<file path="config.mk">
export PLATFORM = sky130hd
export DESIGN_NAME = normalize_arbiter_flat
export DESIGN_NICKNAME = d
export VERILOG_FILES = /design/src/rtl/normalize_arbiter_pkg.sv /design/src/rtl/normalize_arbiter_if.sv /design/src/rtl/normalize_arbiter_rr_arbiter.sv /design/src/rtl/normalize_arbiter.sv /design/src/flat_wrapper.sv
export SDC_FILE = /design/constraint.sdc
export NUM_CORES = 1
export LEC_CHECK = 0
export CAP_MARGIN = 20
export CORE_AREA = 2 2 135 137
export DETAILED_ROUTE_END_ITERATION = 8
export DIE_AREA = 0 0 137 139
export HOLD_SLACK_MARGIN = 0.02
export MAX_ROUTING_LAYER = met4
export PLACE_DENSITY = 0.83
export SYNTH_ARGS = -nofsm -noshare
export SYNTH_HDL_FRONTEND = slang
export SYNTH_SLANG_ARGS = --single-unit
</file>
<file path="constraint.sdc">
create_clock -name clk -period 3.7 [get_ports clk]
set_input_delay 0.74 -clock clk [delete_from_list [all_inputs] [get_ports clk]]
set_output_delay 0.74 -clock clk [all_outputs]
set_load 0.05 [all_outputs]
</file>
<file path="src/rtl/normalize_arbiter_pkg.sv">
// normalize_arbiter_pkg: shared vector and in-flight tag types for the normalize path
package vector;
  // Tag id width covers the four-requester configuration used by the tracer pipes
  localparam int IDW = 2;
  typedef struct packed {
    logic signed [15:0] x;
    logic signed [15:0] y;
    logic signed [15:0] z;
  } vector_t;
  typedef struct packed {
    logic           valid;
    logic [IDW-1:0] id;
  } norm_tag_t;
endpackage

</file>
<file path="src/rtl/normalize_arbiter_if.sv">
// normalize_arbiter_if: requester-side request/grant/response bundle
interface normalize_arbiter_if
  import vector::*;
#(
  parameter int N_REQ = 4
) ();
  logic [N_REQ-1:0]          req;
  vector_t [N_REQ-1:0]       op;
  logic [N_REQ-1:0]          gnt;
  logic [N_REQ-1:0]          rsp_valid;
  vector_t                   rsp_data;
  modport master (output req, op, input gnt, rsp_valid, rsp_data);
  modport slave  (input req, op, output gnt, rsp_valid, rsp_data);
endinterface

</file>
<file path="src/rtl/normalize_arbiter_rr_arbiter.sv">
// rr_arbiter: one-hot round-robin grant; the search starts just past the last winner
module rr_arbiter #(
  parameter int N = 4
) (
  input  logic         clk,
  input  logic         rst_n,
  input  logic [N-1:0] i_req,
  output logic [N-1:0] o_gnt
);
  localparam int PW = N > 1 ? $clog2(N) : 1;
  logic [PW-1:0] r_last, w_idx, w_j;
  // Scan farthest-first so the nearest eligible requester overwrites earlier picks
  always_comb begin
    o_gnt = '0;
    w_idx = r_last;
    w_j = '0;
    for (int k = N; k >= 1; k--) begin
      w_j = PW'((int'(r_last) + k) % N);
      if (i_req[w_j]) begin
        o_gnt = '0;
        o_gnt[w_j] = 1'b1;
        w_idx = w_j;
      end
    end
  end
  always_ff @(posedge clk or negedge rst_n)
    if (!rst_n) r_last <= PW'(N - 1);
    else if (|o_gnt) r_last <= w_idx;
endmodule

</file>
<file path="src/rtl/normalize_arbiter.sv">
// normalize_arbiter: shares one pipelined vector_normalize among requesters
// with round-robin grants, per-requester credits and a tag pipe steering results home.
module normalize_arbiter
  import vector::*;
#(
  parameter int N_REQ        = 4,
  parameter int NORM_LATENCY = 6,
  parameter int MAX_OUT      = 2
) (
  input  logic               clk,
  input  logic               rst_n,
  normalize_arbiter_if.slave bus,
  output vector_t            norm_op,
  input  vector_t            norm_result
);
  localparam int CW = $clog2(MAX_OUT + 1);
  logic [N_REQ-1:0] w_elig, w_gnt, w_rsp;
  logic [CW-1:0]    r_cnt [N_REQ];
  logic [IDW-1:0]   w_id;
  vector_t          w_op, r_norm_op;
  norm_tag_t        w_tag_in;
  norm_tag_t        r_tag [NORM_LATENCY+1];
  rr_arbiter #(.N(N_REQ)) u_rr (
    .clk   (clk),
    .rst_n (rst_n),
    .i_req (w_elig),
    .o_gnt (w_gnt)
  );
  always_comb begin
    w_id = '0;
    w_op = '0;
    for (int k = 0; k < N_REQ; k++)
      if (w_gnt[k]) begin
        w_id = IDW'(k);
        w_op = bus.op[k];
      end
    w_tag_in = '{valid: |w_gnt, id: w_id};
  end
  always_ff @(posedge clk or negedge rst_n)
    if (!rst_n) begin
      r_norm_op <= '0;
      for (int k = 0; k <= NORM_LATENCY; k++) r_tag[k] <= '0;
    end else begin
      if (|w_gnt) r_norm_op <= w_op;
      r_tag[0] <= w_tag_in;
      for (int k = 1; k <= NORM_LATENCY; k++) r_tag[k] <= r_tag[k-1];
    end
  assign w_rsp         = r_tag[NORM_LATENCY].valid ? N_REQ'(1) << r_tag[NORM_LATENCY].id : '0;
  assign norm_op       = r_norm_op;
  assign bus.gnt       = w_gnt;
  assign bus.rsp_valid = w_rsp;
  assign bus.rsp_data  = norm_result;
  for (genvar g = 0; g < N_REQ; g++) begin : g_req
    // Gating with rst_n keeps gnt low while reset is held, even with req high
    assign w_elig[g] = rst_n && bus.req[g] && r_cnt[g] < CW'(MAX_OUT);
    always_ff @(posedge clk or negedge rst_n)
      if (!rst_n) r_cnt[g] <= '0;
      else r_cnt[g] <= r_cnt[g] + CW'(w_gnt[g]) - CW'(w_rsp[g]);
    a_cnt_over: assert property (@(posedge clk) disable iff (!rst_n)
      (w_gnt[g] && !w_rsp[g]) |-> r_cnt[g] < CW'(MAX_OUT));
    a_cnt_under: assert property (@(posedge clk) disable iff (!rst_n)
      w_rsp[g] |-> r_cnt[g] != '0);
  end
endmodule

</file>
<file path="src/flat_wrapper.sv">
// flat-port wrapper written by rule: the top's interface ports become plain ports
module normalize_arbiter_flat import vector::*;
#(
  parameter int N_REQ        = 4,
  parameter int NORM_LATENCY = 6,
  parameter int MAX_OUT      = 2
)
  (clk, rst_n, norm_op, norm_result, bus_req, bus_op, bus_gnt, bus_rsp_valid, bus_rsp_data);
  normalize_arbiter_if #(.N_REQ(N_REQ)) bus_i ();
  input  logic clk;
  input  logic rst_n;
  output vector_t norm_op;
  input  vector_t norm_result;
  input wire logic [$bits(bus_i.req)-1:0] bus_req;
  input wire logic [$bits(bus_i.op)-1:0] bus_op;
  output wire logic [$bits(bus_i.gnt)-1:0] bus_gnt;
  output wire logic [$bits(bus_i.rsp_valid)-1:0] bus_rsp_valid;
  output wire logic [$bits(bus_i.rsp_data)-1:0] bus_rsp_data;
  assign bus_i.req = bus_req;
  assign bus_i.op = bus_op;
  assign bus_gnt = bus_i.gnt;
  assign bus_rsp_valid = bus_i.rsp_valid;
  assign bus_rsp_data = bus_i.rsp_data;
  normalize_arbiter #(.N_REQ(N_REQ), .NORM_LATENCY(NORM_LATENCY), .MAX_OUT(MAX_OUT)) u_core (.clk(clk), .rst_n(rst_n), .bus(bus_i), .norm_op(norm_op), .norm_result(norm_result));
endmodule
</file>
==> flow_summary.ini, run 1 <==
[run_status]
status = completed

[synth]
synth_cells = 532
dominantRegCellSynth = dfrtp_1
syn_area_um2 = 5510
async_flop_share_pct = 100
synth-edff-count = 0
yosysSeqAreaShare_pct = 35.9
synth_area_per_cell_um2 = 10.4
syn_nets = 792
synth_seq_cells = 79
yosys_warnings = 0
synth_cell_types = 47

[sta]
max_slew_margin_pct = 44.8
period_share_pct = 97.4
finalHoldViolations = 0
period_needed_ns = 3.60
final-setup-viol-count = 0
worst_slew_pin_slew_ns = 0.827
fmax_ghz = 0.277
skew_ns = 0.0106
final.setup.worst_slack_ns = 0.0955
drv_slew = 0

[cells_and_area]
mostFrequentLayoutCell = clkdlybuf4s50_1
final_area_um2 = 8520
fin_nets = 981
drive_gt1_share_pct = 15.0
n_antenna_cell = 0
most-common-layout-cells = clkdlybuf4s50_1 (248), dfrtp_1 (77), nor3_1 (52)
area_delta_synth_final_pct = 54.7

[power]
p_total_uw = 11100
vdd_drop_max_v = 0.000659
p_int_uw = 5760
clock_power_share_pct = 9.3
comb_power_share_pct = 75.7
power.density_nw_per_um2 = 1300
leakage_uw = 0.00311
pwr-share-seq_pct = 15.0
switchingPower_uw = 5300
sw_frac_of_total_pct = 47.9

[min_path]
hold_path.startpoint = u_core.r_tag[8]
whs_endpoint = u_core.r_tag[5]
min_path_type = reg -> reg
hold_depth = 0

[clock_network]
cts_buffer_depth = 2
clk_pin_slew_ns = 0.07
clkLatencyLatePin_ns = 0.34
cts_max_level = 3
cts_tree = yes
clock_sinks = 79
cts_hold_buf = 0
cts_buffers = 9
root_buffer = clkbuf_16

[worst_setup_path]
worst_r2r_startpoint = u_core.u_rr.r_last[1]
worstPathRequired_ns = 2.96
rr_endpoint = u_core.norm_op[23]
r2r_setup_slack_ns = 0.30
path_cells = clkdlybuf4s50_1 -> nand2b_1 -> mux4_2 -> nand3_1 -> o32ai_4 -> or2_4 -> clkinvlp_4 -> buf_6
arrival_ns = 2.86
path_max_fanout = 6
crit_slowest_cell = mux4_2
slowest_delay_ns = 0.61
setup.worst_path.end_class = output pin
worstSetupPathType = in -> out
startpoint_type = input pin
reg2reg_depth = 13

[global_route]
grt_max_degree = 62
grt_pass1_vias = 5610
overflow = 0
grt_pass1_wl_mm = 31.5
track_usage_pct = 21.7
antenna_found_initial = 0

[floorplanning]
chipWidth_um = 137
coreArea_um2 = 17700
die_height_um = 139
placementRows = 49
pin_count = 350
die-area_um2 = 19000
start_util_pct = 31.2

[drt]
drcViolationCount = 0
wl_mm = 20.6
viasPerCell = 5.86
ant_nets = 0
drtIter0Drc = 439
num_vias = 5601
firstDrtPassIters = 5
wl_per_cell_um = 21.5

[placement]
gp_routability_congestion = 0.838
postPlaceCellArea_um2 = 8100
dp_hpwl_mm = 14.6
dp_slack_ns = 0.0443
io_buffers = 253

[flow_run]
max-cap-violations = 0
[per-stage QoR]
stage | cells | utilization, % | hold slack, ns | setup TNS, ns
after detailed placement | 932 | 45.9 | 0.335 | 0
after floorplan | 532 | - | 0.331 | 0
after global placement | 932 | 45.9 | 0.332 | 0
final | 955 | 48.2 | 0.342 | 0
after global routing | 955 | 48.2 | 0.363 | -0.0314
after CTS | 949 | 47.8 | 0.346 | 0
[worst max path at each step]
stage          depth (start not counted)  slack [ns]                  to                   from
3_3_place_gp                           8        0.08          bus_gnt[1]             bus_req[3]
2_1_floorplan                         11        0.04          bus_gnt[0]  u_core.u_rr.r_last[1]
3_5_place_dp                          10        0.04  u_core.norm_op[42]             bus_req[2]
6_report                               8         0.1          bus_gnt[1]             bus_req[3]
5_1_grt                                9       -0.03          bus_gnt[1]  u_core.u_rr.r_last[1]
4_1_cts                                9        0.01          bus_gnt[1]  u_core.u_rr.r_last[1]
[what timing repair did]
action                                 4_1_cts  5_1_grt
endpoints found under the hold margin        0        0
buffers inserted                             1        6
pin swaps                                    2        3
setup endpoints to repair                    1        4
resized for setup                            0        7
gates cloned                                 0        0
[final cells by class]
| type | instances | area, µm² |
|---|---|---|
| Fill cell | 1606 | 9140 |
| Timing Repair Buffer | 292 | 2950 |
| Inverter | 10 | 47.5 |
| Multi-Input combinational cell | 329 | 2920 |
| Clock buffer | 9 | 225 |
| Sequential cell | 79 | 1980 |
| Clock inverter | 7 | 109 |
| Tap cell | 229 | 287 |
[critical path: cells and delay by family]
kind / cells / cell delay [ns]
compound gates: 1 / 0.16
buf+inv: 3 / 0.72
simple gates: 3 / 0.64
mux: 1 / 0.61
[cells by family (layout without fill, tap and decap cells)]
logic type	Yosys count	in the layout	share of synthesized area, %
buf+inv	124	318	12.3
compound gates	209	209	35.6
simple gates	89	89	8.95
flops	79	79	35.9
xor+xnor	10	10	1.59
fa+ha+maj	14	14	3.18
mux	7	7	2.43
[state kept, by name, summed over array words and instances, names as in the netlist]
name and count:
u_core.norm_op 48, u_core.r_cnt 8, u_core.u_rr.r_last 2, u_core.r_tag 21
[cell usage after synthesis, types with 5 or more instances]
| cell type | count | area [µm²] |
|---|---|---|
| clkbuf_1 | 46 | 173 |
| nand2_1 | 6 | 22.5 |
| buf_2 | 14 | 70.1 |
| o221a_1 | 29 | 327 |
| inv_1 | 8 | 30.0 |
| o31a_1 | 48 | 420 |
| o211ai_1 | 49 | 368 |
| o221a_2 | 19 | 214 |
| a221o_1 | 50 | 500 |
| nor3_1 | 53 | 265 |
| mux4_2 | 5 | 113 |
| buf_4 | 48 | 360 |
| xnor2_1 | 9 | 78.8 |
| dfrtp_1 | 77 | 1930 |
| ha_1 | 14 | 175 |
[power groups by stage]
stage	sequential, µW	combinational (µW)	clock [µW]
finish	1660	8370	1020
global placement	1650	7980	0
detailed placement	1660	8190	0
CTS	1660	8200	1040
global route	1720	8930	1090
floorplan	2560	4920	0
[routing by layer]
metal  wire length [µm]  vias up  GRT usage (%)
met5                  0        -              -
met4                605        0           7.76
met3               1590       51           4.28
met2              10000      320           34.3
met1               8330     2739           27.5
li1                   -     2491              -
Power figures use the tool's default switching activity.
==> run 2, diff against run 1 <==
--- a/config.mk
+++ b/config.mk
@@ -12,6 +12,7 @@
 export HOLD_SLACK_MARGIN = 0.02
 export MAX_ROUTING_LAYER = met4
 export PLACE_DENSITY = 0.83
+export SETUP_SLACK_MARGIN = 0.2
 export SYNTH_ARGS = -nofsm -noshare
 export SYNTH_HDL_FRONTEND = slang
 export SYNTH_SLANG_ARGS = --single-unit
==> flow_summary.ini, run 2 (same netlist as run 1, synthesis figures left out) <==
[floorplanning]
die_height_um = 139
placementRows = 49
die-area_um2 = 19000
coreArea_um2 = 17700
pin_count = 350
chipWidth_um = 137
start_util_pct = 31.2

[sta]
finalHoldViolations = 0
drv_slew = 0
period_share_pct = 94.0
period_needed_ns = 3.48
rsz0062_at_grt = yes
fmax_ghz = 0.287
skew_ns = 0.00610
max_slew_margin_pct = 56.1
final-setup-viol-count = 0
setup_tns_ns = 0
worst_slew_pin_slew_ns = 0.658
whs_ns = 0.346

[clock_network]
root_buffer = clkbuf_16
clkLatencyLatePin_ns = 0.34
clock_sinks = 79
cts_tree = yes
cts_hold_buf = 0
cts_buffer_depth = 2
clk_pin_slew_ns = 0.07
cts_max_level = 3
cts_buffers = 9

[drt]
dr_wl_met2_mm = 10.2
wl_per_cell_um = 21.1
wl_mm = 20.2
wl_met3_mm = 1.50
wl_met1_mm = 7.79
drtIter0Drc = 412
firstDrtPassIters = 5
highest_layer = met4
num_vias = 5588
ant_nets = 0
viasPerCell = 5.84
drcViolationCount = 0

[min_path]
hold_path.startpoint = u_core.r_tag[7]
hold_depth = 0
whs_endpoint = u_core.r_tag[4]
min_path_type = reg -> reg

[worst_setup_path]
crit_slowest_cell = dfstp_2
r2r_setup_slack_ns = 0.39
worstSetupPathType = reg -> out
crit_family = simple AND/OR/NAND/NOR gates
worst-path-buf-inv = 3
worstPathRequired_ns = 2.96
path_cells = clkinv_4 -> ha_4 -> or4b_4 -> and4_4 -> and3_4 -> a221o_2 -> nand2_4 -> clkinvlp_4 -> buf_12
slowest_delay_ns = 0.57
reg2reg_depth = 11
rr_endpoint = u_core.norm_op[30]
worst_r2r_startpoint = u_core.u_rr.r_last[1]
setup.worst_path.end_class = output pin
arrival_ns = 2.74
path_max_fanout = 3
startpoint_type = flip-flop

[global_route]
grt_pass1_wl_mm = 30.6
grt_pass1_vias = 5645
track_usage_pct = 21.3
overflow = 0
antenna_found_initial = 0
grt_max_degree = 59

[power]
pwr-share-seq_pct = 15.2
switchingPower_uw = 5240
sw_frac_of_total_pct = 47.9
comb_power_share_pct = 75.4
power.density_nw_per_um2 = 1280
vdd_drop_max_v = 0.000771
clock_power_share_pct = 9.4
leakage_uw = 0.00316
p_int_uw = 5690

[cells_and_area]
mostFrequentLayoutCell = clkdlybuf4s50_1
finalNonFillerCells = 957
fin_nets = 983
area_delta_synth_final_pct = 54.6
largest_reg_flops = 48
final.fill_count = 1634
most-common-layout-cells = clkdlybuf4s50_1 (244), dfrtp_1 (77), nor3_1 (52)
drive_gt1_share_pct = 15.8
n_antenna_cell = 0

[placement]
io_buffers = 253
dp_hpwl_mm = 14.4
placed_cells = 929
gp_routability_congestion = 0.898

[flow_run]
max-cap-violations = 0

[run_status]
status = completed
run 2: worst reg2reg max path, delay by kind of cell (launching register included):
family          cells  cell delay (ns)
buf+inv             3             0.44
compound gates      3             0.81
flops               1             0.57
simple gates        4             1.16
fa+ha+maj           1             0.22
run 2: how the worst max path moves through the flow:
stage	cells after the start	from	end	slack, ns
floorplan	11	u_core.u_rr.r_last[1]	bus_gnt[1]	0.15
global placement	10	bus_req[2]	u_core.norm_op[46]	0.09
detailed placement	8	bus_req[1]	bus_gnt[1]	0.09
CTS	8	bus_req[0]	bus_gnt[3]	0.20
global route	9	u_core.u_rr.r_last[1]	bus_gnt[1]	0.13
finish	9	u_core.u_rr.r_last[1]	bus_gnt[0]	0.22
run 2: cell type report:
type	count	area [µm²]	area share (%)
inverter	10	50.0	0.588
clock inverter	7	109	1.28
timing repair buffer	294	2930	34.4
clock buffer	9	225	2.64
sequential	79	1980	23.2
multi-input combinational	329	2930	34.4
tap	229	287	3.36
run 2: routing by layer:
layer	global-route usage, %	vias up
li1	-	2501
met1	24.4	2705
met2	35.1	325
met3	4.75	57
met4	9.82	0
met5	-	-
run 2: metrics by stage:
| stage | worst slack, ns | instance area, µm² | total power (µW) | util, % |
|---|---|---|---|---|
| 2_1_floorplan | 0.155 | 5580 | 7530 | - |
| 3_3_place_gp | 0.0863 | 8040 | 9550 | 45.5 |
| 3_5_place_dp | 0.0858 | 8040 | 9710 | 45.5 |
| 4_1_cts | 0.200 | 8450 | 10900 | 47.9 |
| 5_1_grt | 0.134 | 8520 | 11600 | 48.2 |
| 6_report | 0.221 | 8520 | 10900 | 48.2 |
run 2: power groups by stage:
stage	Clock [µW]	Sequential, µW	Combinational [µW]
after global placement	0	1650	7900
after CTS	1050	1660	8170
after detailed placement	0	1660	8050
after floorplan	0	2560	4970
final	1030	1660	8250
after global routing	1090	1710	8790
run 2: repair_timing:
action                     4_1_cts  5_1_grt
setup buffers                    7        5
pin swaps                        6        4
cloned                           0        0
setup endpoints to repair        4        4
resized for setup                6        9
==> run 3, diff against run 2 <==
--- a/config.mk
+++ b/config.mk
@@ -5,13 +5,12 @@
 export SDC_FILE = /design/constraint.sdc
 export NUM_CORES = 1
 export LEC_CHECK = 0
-export CAP_MARGIN = 20
-export CORE_AREA = 2 2 135 137
+export CORE_AREA = 2 2 137 139
 export DETAILED_ROUTE_END_ITERATION = 8
-export DIE_AREA = 0 0 137 139
+export DIE_AREA = 0 0 139 141
 export HOLD_SLACK_MARGIN = 0.02
 export MAX_ROUTING_LAYER = met4
-export PLACE_DENSITY = 0.83
+export PLACE_DENSITY = 0.79
 export SETUP_SLACK_MARGIN = 0.2
 export SYNTH_ARGS = -nofsm -noshare
 export SYNTH_HDL_FRONTEND = slang
==> constraint.sdc (replaced) <==
create_clock -name clk -period 4.3 [get_ports clk]
set_input_delay 0.86 -clock clk [delete_from_list [all_inputs] [get_ports clk]]
set_output_delay 0.86 -clock clk [all_outputs]
set_load 0.05 [all_outputs]
==> flow_summary.ini, run 3 (same netlist as run 1, synthesis figures left out) <==
[worst_setup_path]
worstPathRequired_ns = 3.44
worstSetupPathType = reg -> out
setup.worst_path.end_class = output pin
path_max_fanout = 8
startpoint_type = flip-flop
arrival_ns = 3.07

[clock_network]
cts_buffer_depth = 2
clock_sinks = 79
cts_buffers = 9
root_buffer = clkbuf_16
cts_max_level = 3
cts_tree = yes
cts_hold_buf = 0
clk_pin_slew_ns = 0.07
clkLatencyLatePin_ns = 0.34

[placement]
io_buffers = 253
dp_slack_ns = 0.358
dp_hpwl_mm = 13.6
gp_routability_congestion = 0.896

[drt]
drcViolationCount = 0
wl_mm = 20.2
wl_per_cell_um = 21.5
ant_nets = 0
viasPerCell = 5.85
drtIter0Drc = 358
num_vias = 5499
firstDrtPassIters = 5

[global_route]
overflow = 0
grt_pass1_vias = 5492
track_usage_pct = 20.3
grt_pass1_wl_mm = 30.4
antenna_found_initial = 0
grt_max_degree = 98

[sta]
final-setup-viol-count = 0
fmax_ghz = 0.255
max_slew_margin_pct = 47.2
skew_ns = 0.00738
period_share_pct = 91.4
setup_tns_ns = 0
worst_slew_pin_slew_ns = 0.792
whs_ns = 0.349
rsz0062_at_grt = no
final.setup.worst_slack_ns = 0.371
drv_slew = 0
finalHoldViolations = 0
period_needed_ns = 3.93

[floorplanning]
placementRows = 50
die_height_um = 141
die-area_um2 = 19600
start_util_pct = 30.1
coreArea_um2 = 18300
pin_count = 350
chipWidth_um = 139

[min_path]
min_path_type = reg -> reg

[power]
power.density_nw_per_um2 = 1100
vdd_drop_max_v = 0.000899
leakage_uw = 0.00300

[cells_and_area]
mostFrequentLayoutCell = clkdlybuf4s50_1
largest_reg_flops = 48
fin_nets = 961
most-common-layout-cells = clkdlybuf4s50_1 (248), dfrtp_1 (77), nor3_1 (52)
area_delta_synth_final_pct = 50.1
drive_gt1_share_pct = 11.6
n_antenna_cell = 0

[flow_run]
max-cap-violations = 0

[run_status]
status = completed
run 3: where the power goes:
part           total (µW)  switching, µW  internal (µW)
combinational        6760           3860           2900
clock                 883            359            524
sequential           1420            210           1210
run 3: timing repair:
item,in CTS,in global routing
pin swaps,1,1
setup buffers,2,1
cloned,0,0
endpoints found under the setup margin,4,3
gates resized for setup,3,1
run 3: worst paths after layout:
| path | start | endpoint | slack, ns | cells past startpoint |
|---|---|---|---|---|
| setup / recovery | u_core.u_rr.r_last[0] | bus_gnt[0] | 0.37 | 9 |
| hold / removal | u_core.r_tag[17] | u_core.r_tag[14] | 0.35 | 0 |
| setup reg to reg | u_core.u_rr.r_last[0] | u_core.norm_op[25] | 0.69 | 10 |
| hold reg to reg | u_core.r_tag[17] | u_core.r_tag[14] | 0.35 | 0 |
| max in group asynchronous | rst_n | u_core.r_cnt[5] | 2.72 | 2 |
| min in group asynchronous | rst_n | u_core.norm_op[6] | 0.45 | 1 |
run 3: metrics by stage:
step	instances	power, µW	util, %	area [µm²]
floorplan	532	6370	-	5510
detailed placement	921	8110	43.2	7890
CTS	939	9050	45.1	8250
global placement	921	7940	43.2	7890
finish	940	9070	45.2	8260
global route	940	9590	45.2	8260
run 3: layer usage:
metal / track usage, % / wire, µm
met1: 24.6 / 8280
met2: 32.6 / 9720
met3: 4.62 / 1530
met4: 8.72 / 654
met5: - / 0
run 3: layout make-up:
cell class / count / area, µm²
fill: 1742 / 10000
multi-input combinational: 329 / 2890
timing repair buffer: 272 / 2730
sequential: 79 / 1980
tap: 234 / 293
clock buffer: 9 / 225
clock inverter: 7 / 109
inverter: 10 / 37.5
run 3: worst max-delay path, cell delays in order, from the launching register on:
cell and delay, ns:
dfstp_4 0.62, inv_2 0.09, ha_4 0.28, or4b_1 0.55, and4_1 0.25, and3_4 0.19, a221o_2 0.37, nand2_1 0.14
inv_1 0.09, buf_12 0.15
